<file path="src/rtl/keypad_scan_pkg.sv">
// Shared definitions for the keypad scanner.
//   kp_state_e  : scanner FSM states (SCAN, DEBOUNCE, HELD, RELEASE)
//   ROW_IDLE    : synchronized row value with no key down (rows pulled up)
//   col_strobe  : column index -> active-low strobe pattern
//   row_pick    : lowest-index low row wins (row 0 has highest priority)
package keypad_scan_pkg;

  typedef enum logic [1:0] {
    ST_SCAN     = 2'd0,
    ST_DEBOUNCE = 2'd1,
    ST_HELD     = 2'd2,
    ST_RELEASE  = 2'd3
  } kp_state_e;

  localparam logic [3:0] ROW_IDLE = 4'b1111;

  function automatic logic [3:0] col_strobe(input logic [1:0] c);
    col_strobe = ~(4'b0001 << c);
  endfunction

  function automatic logic [1:0] row_pick(input logic [3:0] rows);
    if (!rows[0])      row_pick = 2'd0;
    else if (!rows[1]) row_pick = 2'd1;
    else if (!rows[2]) row_pick = 2'd2;
    else               row_pick = 2'd3;
  endfunction

endpackage

</file>
<file path="src/rtl/keypad_scan_if.sv">
// Keypad pin and key-event bundle.
//   row_n     : keypad rows, active-low, asynchronous
//   col_n     : column strobes, active-low, one bit low at a time
//   key_code  : {row, col} of the last accepted key
//   key_valid : one-cycle pulse per accepted press; no back-pressure, the
//               consumer must take key_code in the cycle key_valid is high
//   key_held  : high from acceptance until the release is debounced
// master = scanner side, slave = board/consumer side.
interface keypad_scan_if;
  logic [3:0] row_n;
  logic [3:0] col_n;
  logic [3:0] key_code;
  logic       key_valid;
  logic       key_held;

  modport master (input row_n, output col_n, key_code, key_valid, key_held);
  modport slave  (output row_n, input col_n, key_code, key_valid, key_held);
endinterface

</file>
<file path="src/rtl/keypad_scan_stable_cnt.sv">
// kp_stable_cnt: clear/enable counter flagging DEBOUNCE_CNT-1 consecutive
// enabled cycles. Shared by the press and release debounce phases.
//   clk, rst_n : clock, async active-low reset
//   clr        : synchronous clear (priority over en)
//   en         : count this cycle
//   tc         : count == DEBOUNCE_CNT-1
module kp_stable_cnt #(
  parameter int DEBOUNCE_CNT = 1000
) (
  input  logic clk,
  input  logic rst_n,
  input  logic clr,
  input  logic en,
  output logic tc
);
  localparam int W = (DEBOUNCE_CNT > 1) ? $clog2(DEBOUNCE_CNT) : 1;

  logic [W-1:0] cnt;

  assign tc = (cnt == W'(DEBOUNCE_CNT - 1));

  // Holds at terminal count; the FSM always leaves the phase there anyway.
  always_ff @(posedge clk or negedge rst_n) begin
    if (!rst_n)          cnt <= '0;
    else if (clr)        cnt <= '0;
    else if (en && !tc)  cnt <= cnt + 1'b1;
  end
endmodule

</file>
<file path="src/rtl/keypad_scan.sv">
// keypad_scan: 4x4 matrix keypad scanner with debounce.
// Strobes one column at a time (active-low), samples the synchronized rows at
// the end of each column dwell, debounces one key and reports its code.
//   clk, rst_n : clock, async active-low reset
//   kp         : keypad_scan_if.master (row_n in; col_n, key_code,
//                key_valid, key_held out)
//   dbg_state  : current FSM state
module keypad_scan
  import keypad_scan_pkg::*;
#(
  parameter int SCAN_DIV     = 16,
  parameter int DEBOUNCE_CNT = 1000
) (
  input  logic             clk,
  input  logic             rst_n,
  keypad_scan_if.master    kp,
  output kp_state_e        dbg_state
);
  localparam int DW = (SCAN_DIV > 1) ? $clog2(SCAN_DIV) : 1;

  kp_state_e   state, next_state;
  logic [3:0]  sync1, rs;
  logic [DW-1:0] dwell;
  logic [1:0]  col, row_sel;
  logic [3:0]  key_code;
  logic        key_valid, key_held;

  logic dwell_end, row_hit, tc;
  logic col_adv, latch_row, cnt_clr, cnt_en, accept, released;

  assign dwell_end = (dwell == DW'(SCAN_DIV - 1));
  assign row_hit   = ~rs[row_sel];   // latched row still pulled low

  kp_stable_cnt #(.DEBOUNCE_CNT(DEBOUNCE_CNT)) u_stable (
    .clk   (clk),
    .rst_n (rst_n),
    .clr   (cnt_clr),
    .en    (cnt_en),
    .tc    (tc)
  );

  // State register
  always_ff @(posedge clk or negedge rst_n) begin
    if (!rst_n) state <= ST_SCAN;
    else        state <= next_state;
  end

  // Next-state logic
  always_comb begin
    next_state = state;
    case (state)
      ST_SCAN:     if (dwell_end && rs != ROW_IDLE) next_state = ST_DEBOUNCE;
      ST_DEBOUNCE: if (!row_hit)                    next_state = ST_SCAN;
                   else if (tc)                     next_state = ST_HELD;
      ST_HELD:     if (!row_hit)                    next_state = ST_RELEASE;
      ST_RELEASE:  if (row_hit)                     next_state = ST_HELD;
                   else if (tc)                     next_state = ST_SCAN;
      default:                                      next_state = ST_SCAN;
    endcase
  end

  // Control outputs
  always_comb begin
    col_adv   = 1'b0;
    latch_row = 1'b0;
    cnt_clr   = 1'b0;
    cnt_en    = 1'b0;
    accept    = 1'b0;
    released  = 1'b0;
    case (state)
      ST_SCAN: begin
        col_adv   = dwell_end && (rs == ROW_IDLE);
        latch_row = dwell_end && (rs != ROW_IDLE);
        cnt_clr   = latch_row;
      end
      ST_DEBOUNCE: begin
        col_adv = !row_hit;          // bounce: give up, move to next column
        cnt_en  = row_hit;
        accept  = row_hit && tc;
      end
      ST_HELD: begin
        cnt_clr = !row_hit;
      end
      ST_RELEASE: begin
        cnt_en   = !row_hit;
        released = !row_hit && tc;
        col_adv  = released;
      end
      default: ;
    endcase
  end

  // Synchronizer, dwell timer, column index and output registers
  always_ff @(posedge clk or negedge rst_n) begin
    if (!rst_n) begin
      sync1     <= ROW_IDLE;
      rs        <= ROW_IDLE;
      dwell     <= '0;
      col       <= 2'd0;
      row_sel   <= 2'd0;
      key_code  <= 4'd0;
      key_valid <= 1'b0;
      key_held  <= 1'b0;
    end else begin
      sync1 <= kp.row_n;
      rs    <= sync1;
      // Dwell only runs while scanning, so a resumed scan gets a full window.
      if (state == ST_SCAN && !dwell_end) dwell <= dwell + 1'b1;
      else                                dwell <= '0;
      if (col_adv)   col     <= col + 2'd1;
      if (latch_row) row_sel <= row_pick(rs);
      key_valid <= accept;
      if (accept) begin
        key_code <= {row_sel, col};
        key_held <= 1'b1;
      end else if (released) begin
        key_held <= 1'b0;
      end
    end
  end

  assign kp.col_n     = col_strobe(col);
  assign kp.key_code  = key_code;
  assign kp.key_valid = key_valid;
  assign kp.key_held  = key_held;
  assign dbg_state    = state;

endmodule

</file>
<file path="src/flat_wrapper.sv">
// flat-port wrapper written by rule: the top's interface ports become plain ports
module keypad_scan_flat import keypad_scan_pkg::*;
#(
  parameter int SCAN_DIV     = 16,
  parameter int DEBOUNCE_CNT = 1000
)
  (clk, rst_n, dbg_state, kp_row_n, kp_col_n, kp_key_code, kp_key_valid, kp_key_held);
  keypad_scan_if kp_i ();
  input  logic clk;
  input  logic rst_n;
  output kp_state_e dbg_state;
  input wire logic [$bits(kp_i.row_n)-1:0] kp_row_n;
  output wire logic [$bits(kp_i.col_n)-1:0] kp_col_n;
  output wire logic [$bits(kp_i.key_code)-1:0] kp_key_code;
  output wire logic [$bits(kp_i.key_valid)-1:0] kp_key_valid;
  output wire logic [$bits(kp_i.key_held)-1:0] kp_key_held;
  assign kp_i.row_n = kp_row_n;
  assign kp_col_n = kp_i.col_n;
  assign kp_key_code = kp_i.key_code;
  assign kp_key_valid = kp_i.key_valid;
  assign kp_key_held = kp_i.key_held;
  keypad_scan #(.SCAN_DIV(SCAN_DIV), .DEBOUNCE_CNT(DEBOUNCE_CNT)) u_core (.clk(clk), .rst_n(rst_n), .kp(kp_i), .dbg_state(dbg_state));
endmodule
</file>
<file path="config.mk">
export PLATFORM = sky130hd
export DESIGN_NAME = keypad_scan_flat
export DESIGN_NICKNAME = d
export VERILOG_FILES = /design/src/rtl/keypad_scan_pkg.sv /design/src/rtl/keypad_scan_if.sv /design/src/rtl/keypad_scan_stable_cnt.sv /design/src/rtl/keypad_scan.sv /design/src/flat_wrapper.sv
export SDC_FILE = /design/constraint.sdc
export NUM_CORES = 1
export LEC_CHECK = 0
export BUFFER_PORTS_ARGS = -buffer_cell sky130_fd_sc_hd__buf_4
export CORE_MARGIN = 2
export CORE_UTILIZATION = 57
export DETAILED_ROUTE_END_ITERATION = 10
export MAX_ROUTING_LAYER = met4
export PLACE_DENSITY = 0.76
export SLEW_MARGIN = 15
export SYNTH_ARGS = -nofsm -noshare
export SYNTH_HDL_FRONTEND = slang
export SYNTH_SLANG_ARGS = --single-unit
</file>
<file path="constraint.sdc">
create_clock -name clk -period 2.1 [get_ports clk]
set_clock_uncertainty 0.15 [all_clocks]
set_input_delay 0.315 -clock clk [delete_from_list [all_inputs] [get_ports clk]]
set_output_delay 0.315 -clock clk [all_outputs]
set_load 0.01 [all_outputs]
</file>
# Word level (Yosys, flattened, before mapping)
# Cells that the tools add are included.
# Widths: inputs -> output; s select.
dict set report word_totals {
  in_bits 6
  ff_bits 34
  elab_cells 63
  out_inout_bits 12
}
dict set report op_classes {
  n_reduce_logical 12
  mux 23
  bitwise 2
  shifts 1
  magnitude_cmp 1
  n_addsub 3
  n_eq_ne 11
}
# op n
set ops {}
lappend ops {{$mux 10} 2}
lappend ops {{$mux 2} 8}
lappend ops {{$add 10x1->10 const B} 1}
lappend ops {{$eq 10x10->1 const B} 1}
lappend ops {{$eq 4x4->1 const B} 2}
lappend ops {{$pmux 2 s4} 1}
lappend ops {{$mux 1} 7}
lappend ops {{$logic_and 1x1->1} 6}
lappend ops {{$add 4x1->4 const B} 1}
lappend ops {{$eq 2x2->1 const B} 2}
lappend ops {{$mux 4} 1}
lappend ops {{$ne 2x1->1 const B} 2}
lappend ops {{$ne 4x4->1 const B} 1}
lappend ops {{$not 4->4} 1}
lappend ops {{$pmux 1 s2} 2}
lappend ops {{$reduce_and 4->1} 1}
lappend ops {{$reduce_bool 2->1} 2}
lappend ops {{$shl 1x2->4 const A} 1}
lappend ops {{$lt 2x3->1 const B} 1}
lappend ops {{$ne 3x1->1 const B} 1}
lappend ops {{$ne 3x2->1 const B} 1}
lappend ops {{$pmux 1 s3} 1}
lappend ops {{$add 2x1->2 const B} 1}
lappend ops {{$bmux 1 s2} 1}
lappend ops {{4 further kinds} 5}

# Depth between registers and ports, before layout
# Gate-level depths: netlist of run 1.
dict set report logic_depth {
  word_depth 7
  depth_mapped 6
}

# Cells and area by module
# A second synthesis of run 1 with hierarchy kept.
dict set report unflattened {
  cells_unflattened 145
  area_unflattened_um2 1625.3
}
# module seq_area_each_um2 instances cells_each area_per_inst_um2
set modules_own_cells {}
lappend modules_own_cells {keypad_scan 610.6 1 82 1018.5}
lappend modules_own_cells {kp_stable_cnt 250.2 1 63 606.8}

# Worst setup path before layout of run 1
# OpenSTA, ideal clock, no wires.
dict set report synth_path {
  kind {register to register}
  startpoint {reg u_core.u_stable.cnt[0]}
  endpoint {reg u_core.key_code[0] (netlist: u_core.kp.key_code[0])}
  required_ns 1.825
  arrival_time_ns 1.694
  setup_time_ns 0.125
  setup_slack_ns 0.131
  path_stages_with_launch 6
  cell_sequence {dfrtp_1 ha_1 nor4bb_1 nand4_1 nor3_4 mux2_2}
}
dict set report synth_via {
  elab_chain_cells 3
}
# item line
set synth_lines {}
lappend synth_lines {{start: declaration} keypad_scan_stable_cnt.sv:18} ;# logic [W-1:0] cnt;
lappend synth_lines {{start signal: assignment} keypad_scan_stable_cnt.sv:26} ;# else if (en && !tc) cnt <= cnt + 1'b1;
lappend synth_lines {{$eq 10x10->1} keypad_scan_stable_cnt.sv:20} ;# assign tc = (cnt == W'(DEBOUNCE_CNT - 1));
lappend synth_lines {{$logic_and 1x1->1} keypad_scan.sv:79} ;# accept = row_hit && tc;
lappend synth_lines {{$mux 1} keypad_scan.sv:70} ;# case (state)
lappend synth_lines {{end signal: assignment} keypad_scan.sv:114} ;# key_code <= {row_sel, col};
lappend synth_lines {{end: declaration} keypad_scan.sv:25} ;# logic [3:0] key_code;
# No other way between the ends.
# A chain may end at the register's enable or synchronous reset.

# Worst setup path after layout of run 1
dict set report layout_path {
  startpoint {reg u_core.row_sel[1]}
  endpoint {reg u_core.key_code[0] (netlist: u_core.kp.key_code[0])}
}
dict set report layout_via {
  elab_chain_cells 5
}
# item line
set layout_lines {}
lappend layout_lines {{start: declaration} keypad_scan.sv:24} ;# logic [1:0] col, row_sel;
lappend layout_lines {{start signal: assignment} keypad_scan.sv:111} ;# if (latch_row) row_sel <= row_pick(rs);
lappend layout_lines {{$bmux 1 s2} keypad_scan.sv:32} ;# assign row_hit = ~rs[row_sel];
lappend layout_lines {{$mux 1 (implied by the code)} keypad_scan.sv:32}
lappend layout_lines {{$not 1->1} keypad_scan.sv:32}
lappend layout_lines {{$logic_and 1x1->1} keypad_scan.sv:79}
lappend layout_lines {{$mux 1} keypad_scan.sv:70}
# No other way between the ends. The select of a mux whose other input is x is not followed.

==> results of run 1 <==
## kinds of logic (layout without fill, tap and decap cells)
| family | after synthesis | after routing | share of synthesized area |
|---|---|---|---|
| compound gates | 11 | 11 | 0.0537 |
| buf+inv | 14 | 51 | 0.0370 |
| xor+xnor | 3 | 4 | 0.0272 |
| flops | 34 | 34 | 0.520 |
| simple gates | 60 | 60 | 0.209 |
| fa+ha+maj | 6 | 6 | 0.0454 |
| mux | 16 | 16 | 0.108 |
## repair_timing
item	CTS	global route
pin swaps	0	4
buffers inserted	0	3
resized for setup	1	4
hold buffers	5	0
setup endpoints to repair	4	14
endpoints found under the hold margin	30	0
cloned	0	1
## how the worst max path moves through the flow
stage	cells after the start	to	slack, ps	from
after floorplan	5	u_core.kp.key_code[0]	130	u_core.u_stable.cnt[0]
after global placement	5	u_core.u_stable.cnt[0]	80	u_core.row_sel[1]
after detailed placement	5	u_core.kp.key_code[0]	9	u_core.u_stable.cnt[0]
after CTS	5	u_core.u_stable.cnt[2]	10	u_core.row_sel[1]
after global routing	4	u_core.kp.key_code[0]	10	u_core.row_sel[1]
final	4	u_core.kp.key_code[0]	80	u_core.row_sel[1]
## state kept, by name (all words and copies together) (netlist names), named ones only
signal / cells
u_core.row_sel: 2
u_core.rs: 4
u_core.dbg_state: 1
u_core.col: 2
u_core.kp.key_valid: 1
u_core.kp.key_held: 1
u_core.kp.key_code: 4
u_core.sync1: 4
u_core.dwell: 4
u_core.u_stable.cnt: 10
## layout by cell type (no fill, tap or decap), drive strengths merged, types with 2 or more instances in the layout
cell type / Yosys / layout
and2: 2 / 2
and3: 6 / 6
buf: 2 / 28
clkbuf: 2 / 8
dfrtp: 26 / 26
dfstp: 8 / 8
dlygate4sd3: 0 / 5
ha: 6 / 6
inv: 10 / 10
mux2: 5 / 5
mux2i: 10 / 10
nand2: 17 / 17
nand3: 8 / 8
nand4: 8 / 8
nor2: 2 / 2
nor2b: 4 / 4
nor3: 3 / 3
nor4: 2 / 2
o21ai: 5 / 5
or2b: 3 / 3
xnor2: 3 / 4
## stage by stage
| stage | instance area (µm²) | hold WS (ps) | util | worst slack [ps] |
|---|---|---|---|---|
| global placement | 1860 | 120 | 0.674 | 77.8 |
| CTS | 1990 | 201 | 0.723 | 14.1 |
| detailed placement | 1860 | 127 | 0.674 | 8.63 |
| floorplan | 1660 | -131 | - | 131 |
| finish | 2070 | 202 | 0.749 | 76.7 |
| global route | 2070 | 209 | 0.749 | 10.5 |
## metal layers
layer / GRT usage / wire length, µm / vias up
met3: 0.0670 / 141 / 6
met2: 0.367 / 1860 / 29
met1: 0.279 / 1390 / 615
li1: - / - / 580
met4: 0.0997 / 70 / 0
met5: - / 0 / -
## synth_stat cells (all sizes together)
| master | count | area, µm² |
|---|---|---|
| clkbuf | 2 | 7.51 |
| nor3 | 3 | 26.3 |
| nand2 | 17 | 63.8 |
| nor4b | 1 | 8.76 |
| nor4 | 2 | 12.5 |
| a31o | 1 | 8.76 |
| nand2b | 1 | 6.26 |
| nor2b | 4 | 25.0 |
| nor4bb | 1 | 10.0 |
| buf | 2 | 16.3 |
| nor2 | 2 | 7.51 |
| or2b | 3 | 22.5 |
| dfstp | 8 | 210 |
| and3 | 6 | 37.5 |
| a211o | 1 | 8.76 |
| mux2 | 5 | 56.3 |
| xnor2 | 3 | 45.1 |
| mux2i | 10 | 100 |
| inv | 10 | 37.5 |
| mux4 | 1 | 22.5 |
| a32oi | 1 | 27.5 |
| o21ai | 5 | 25.0 |
| a31oi | 1 | 6.26 |
| a21oi | 1 | 5.00 |
| a21boi | 1 | 7.51 |
| and4 | 1 | 8.76 |
| nand4 | 8 | 50.1 |
| and2 | 2 | 12.5 |
| dfrtp | 26 | 651 |
| ha | 6 | 75.1 |
| nand3 | 8 | 45.0 |
| nand4b | 1 | 8.76 |
## power by group through the flow
stage               clock, µW  combinational, µW  sequential, µW
floorplan                   0                394             874
global placement            0                526             908
detailed placement          0                559             919
CTS                       456                571             906
global route              475                745             927
finish                    443                663             912
## worst reg2reg max path, cell delays in order (launching register included)
cell and delay, ps:
dfrtp_1 400, mux4_2 580, buf_12 180, nor3_4 220
mux2_2 380
## final cells by class
class | count | area (µm²)
sequential | 34 | 861
multi-input combinational | 97 | 773
fill | 203 | 692
timing repair buffer | 33 | 277
clock buffer | 8 | 78.8
tap | 31 | 38.8
inverter | 10 | 37.5
==> out/metrics.yaml, run 1 <==
cts:
  clock_path_buffers: 2
  cts-root-buf: "clkbuf_4"
  cts_tree: "built"
  htreeDepth: 2
  clock_latency_ps: 340
  cts_made_buffers: 5
  clock_sinks: 34
  clk_pin_slew_worst_paths_ps: 100
yosys:
  syn-mean-instance-area_um2: 11.5
  synthesis.nets: 156
  yosysWarnings: 0
  synth_cells: 144
  yosysSeqAreaShare: 0.520
  synth.cell_area_um2: 1660
  ys_ff_latch: 34
  ys_types: 36
place:
  place_hpwl_um: 2230
  numPlacedInstances: 196
  place.gp.congestion: 0.813
  port_buffers: 17
power:
  swShare: 0.333
  max-vdd-ir-drop_uv: 966
  p_comb_frac: 0.328
  power_uw: 2020
  power_density_nw_per_um2: 977
  p_leak_uw: 0.00104
  p_sw_uw: 671
  p_seq_frac: 0.452
  power_frac_clock: 0.219
  intPower_uw: 1350
drt:
  wl_per_cell_um: 16.3
  drc: 0
  viasPerCell: 5.77
  vias: 1230
  ant_nets: 0
  drtIter0Drc: 54
  wirelength_um: 3460
  dr.pass1.iters: 4
critical_path:
  worstSetupStartpointType: "flop"
  critPathCaptureType: "flop"
  path_class: "reg2reg"
  timing.rr.end: "u_core.kp.key_code[0]"
  r2r-start: "u_core.row_sel[1]"
  crit_fanout: 6
  worst_path_largest_cell_delay_ps: 580
  arrival_ps: 2100
  crit_path_top_delay_cell: "mux4_2"
  rr_worst_depth: 4
  critical_path.top_delay_family: "multiplexers"
  path_buf_inv: 1
  cp.required_ps: 2180
  critical_path.cell_chain: "mux4_2 > buf_12 > nor3_4 > mux2_2"
  r2r_slack_ps: 80
timing:
  worst_slew_pin_slew_ps: 426
  rsz0062_at_grt: "no"
  setup_tns_ps: 0
  min_period_ps: 2020
  hold_violations: 0
  timing.final.crit_share: 0.963
  max_freq_mhz: 494
  slew_headroom: 0.716
  setup_viol: 0
  slew_violations: 0
floorplan:
  dieArea_um2: 3350
  start_util: 0.600
  ios: 18
  die_height_um: 57.9
  fp.dieW_um: 57.9
  coreArea_um2: 2760
  rows: 19
layout:
  finish.net_count: 193
  n_antenna_cell: 0
  fin_cells: 213
  drive_gt1_frac: 0.324
  area_growth_pct: 24.8
run:
  cap_violations: 0
global_routing:
  antenna_found_initial: 0
  grt_usage: 0.232
  grt-ovfl-total: 0
  grt_pass1_vias: 1211
  grt_pass1_wl_um: 5550
  grt_max_degree: 35
hold_path:
  holdPathEnd: "u_core.rs[0]"
  hp-start: "u_core.sync1[0]"
  hold-path-cell-count: 0
  hold_class: "reg2reg"
run_status:
  outcome: "finished, final reports clean"
Power figures use the tool's default switching activity.
==> run 2: changes to the inputs <==
- CORE_MARGIN: 2 -> default
==> run 2 against run 1 <==
Against the previous run:
- combinational power is 11% lower
- critical path depth grew 1
- sequential power hardly changed
- worst setup slack lost 72 ps
- largest power group unchanged
==> out/metrics.yaml, run 2 (synthesized netlist as in run 1, its figures left out) <==
run_status:
  outcome: "finished, final reports clean"
layout:
  layout_commonest_cell: "dfrtp_1"
  largest_register: "u_core.u_stable.cnt"
  postLayoutCoreUtil: 0.734
  drive_gt1_frac: 0.328
  finish.net_count: 191
  fill_cells: 201
  final_cell_mix: "dfrtp_1 (26), buf_4 (25), nand2_1 (13)"
  largest_reg_flops: 10
  n_antenna_cell: 0
  area_growth_pct: 22.3
critical_path:
  r2r_slack_ps: 5
  timing.rr.end: "u_core.u_stable.cnt[0]"
  critPathCaptureType: "flop"
  cp.required_ps: 2210
  worstSetupStartpointType: "flop"
  arrival_ps: 2200
  rr_worst_depth: 5
  crit_fanout: 7
  startpoint: "u_core.row_sel[1]"
  r2r-start: "u_core.row_sel[1]"
  path_class: "reg2reg"
power:
  p_seq_frac: 0.482
  p_sw_uw: 663
  p_leak_uw: 0.00102
  power_density_nw_per_um2: 936
  p_comb_frac: 0.313
  swShare: 0.350
  power_frac_clock: 0.205
  max-vdd-ir-drop_uv: 911
  intPower_uw: 1230
global_routing:
  grt_usage: 0.229
  antenna_found_initial: 0
  grt_max_degree: 35
  grt_pass1_vias: 1178
  grt_pass1_wl_um: 5280
  grt-ovfl-total: 0
cts:
  cts_tree: "built"
  clk_pin_slew_worst_paths_ps: 110
  cts-root-buf: "clkbuf_4"
  cts_made_buffers: 5
  clock_path_buffers: 2
  clock_latency_ps: 340
  clock_sinks: 34
  htreeDepth: 2
place:
  place.gp.congestion: 0.837
  place_hpwl_um: 2160
  port_buffers: 17
timing:
  timing.final.crit_share: 0.998
  slew_violations: 0
  rsz0062_at_grt: "yes"
  setup_viol: 0
  worst_slew_pin_slew_ps: 418
  max_freq_mhz: 477
  setup_tns_ps: 0
  slew_headroom: 0.721
  hold_violations: 0
  min_period_ps: 2100
hold_path:
  hold-path-cell-count: 0
  hold_class: "reg2reg"
  holdPathEnd: "u_core.rs[2]"
  hp-start: "u_core.sync1[2]"
floorplan:
  coreArea_um2: 2760
  start_util: 0.600
  fp.dieW_um: 55.9
  die_height_um: 55.9
  ios: 18
  dieArea_um2: 3120
  rows: 19
drt:
  vias: 1253
  dr.pass1.iters: 4
  viasPerCell: 5.94
  wl_per_cell_um: 15.1
  drtIter0Drc: 33
  drc: 0
  ant_nets: 0
  wirelength_um: 3180
run:
  cap_violations: 0
[run 2: power by group through the flow]
stage	combinational (µW)	sequential [µW]	clock, µW
after floorplan	394	874	0
after global placement	528	905	0
after detailed placement	558	920	0
after CTS	570	907	400
after global routing	663	933	425
final	593	912	388
[run 2: critical path: stages, from the launching register on]
cell	delay [ps]
dfrtp_1	410
mux4_2	670
a32oi_4	370
buf_6	170
nand2_1	70
mux2i_1	160
[run 2: what timing repair did]
| item | CTS | global route |
|---|---|---|
| hold buffers | 5 | 0 |
| gates cloned | 0 | 0 |
| pin swaps | 1 | 5 |
| buffers inserted | 0 | 2 |
| hold endpoints to repair | 30 | 0 |
| endpoints found under the setup margin | 1 | 14 |
| gates resized for setup | 0 | 9 |
[run 2: stage by stage]
stage | area (µm²) | std cells | total power, µW | setup WS [ps] | hold WS, ps
3_3_place_gp | 1860 | 196 | 1430 | 86.6 | 122
4_1_cts | 1970 | 209 | 1880 | 12.6 | 212
3_5_place_dp | 1860 | 196 | 1480 | 25.7 | 127
5_1_grt | 2020 | 211 | 2020 | -73.9 | 220
6_report | 2020 | 211 | 1890 | 4.87 | 211
2_1_floorplan | 1660 | 144 | 1270 | 131 | -131
[run 2: cell type report]
class	count	area [µm²]	share of cell area
multi-input combinational	96	763	0.377
clock buffer	6	51.3	0.0253
tap	31	38.8	0.0192
timing repair buffer	32	260	0.129
inverter	10	37.5	0.0185
sequential	34	861	0.425
clock inverter	2	12.5	0.00618
[run 2: worst max path at each step]
stage               slack, ps                     end
floorplan                 130   u_core.kp.key_code[0]
global placement           90   u_core.kp.key_code[1]
detailed placement         30   u_core.kp.key_code[2]
CTS                        10   u_core.kp.key_code[2]
global route              -70           u_core.col[1]
finish                      5  u_core.u_stable.cnt[0]
[run 2: metal layers]
metal	vias to the layer above	wire length, µm	global-route usage
met5	-	0	-
met4	0	61	0.0906
met3	9	128	0.0721
met2	34	1660	0.368
met1	626	1340	0.271
li1	584	-	-
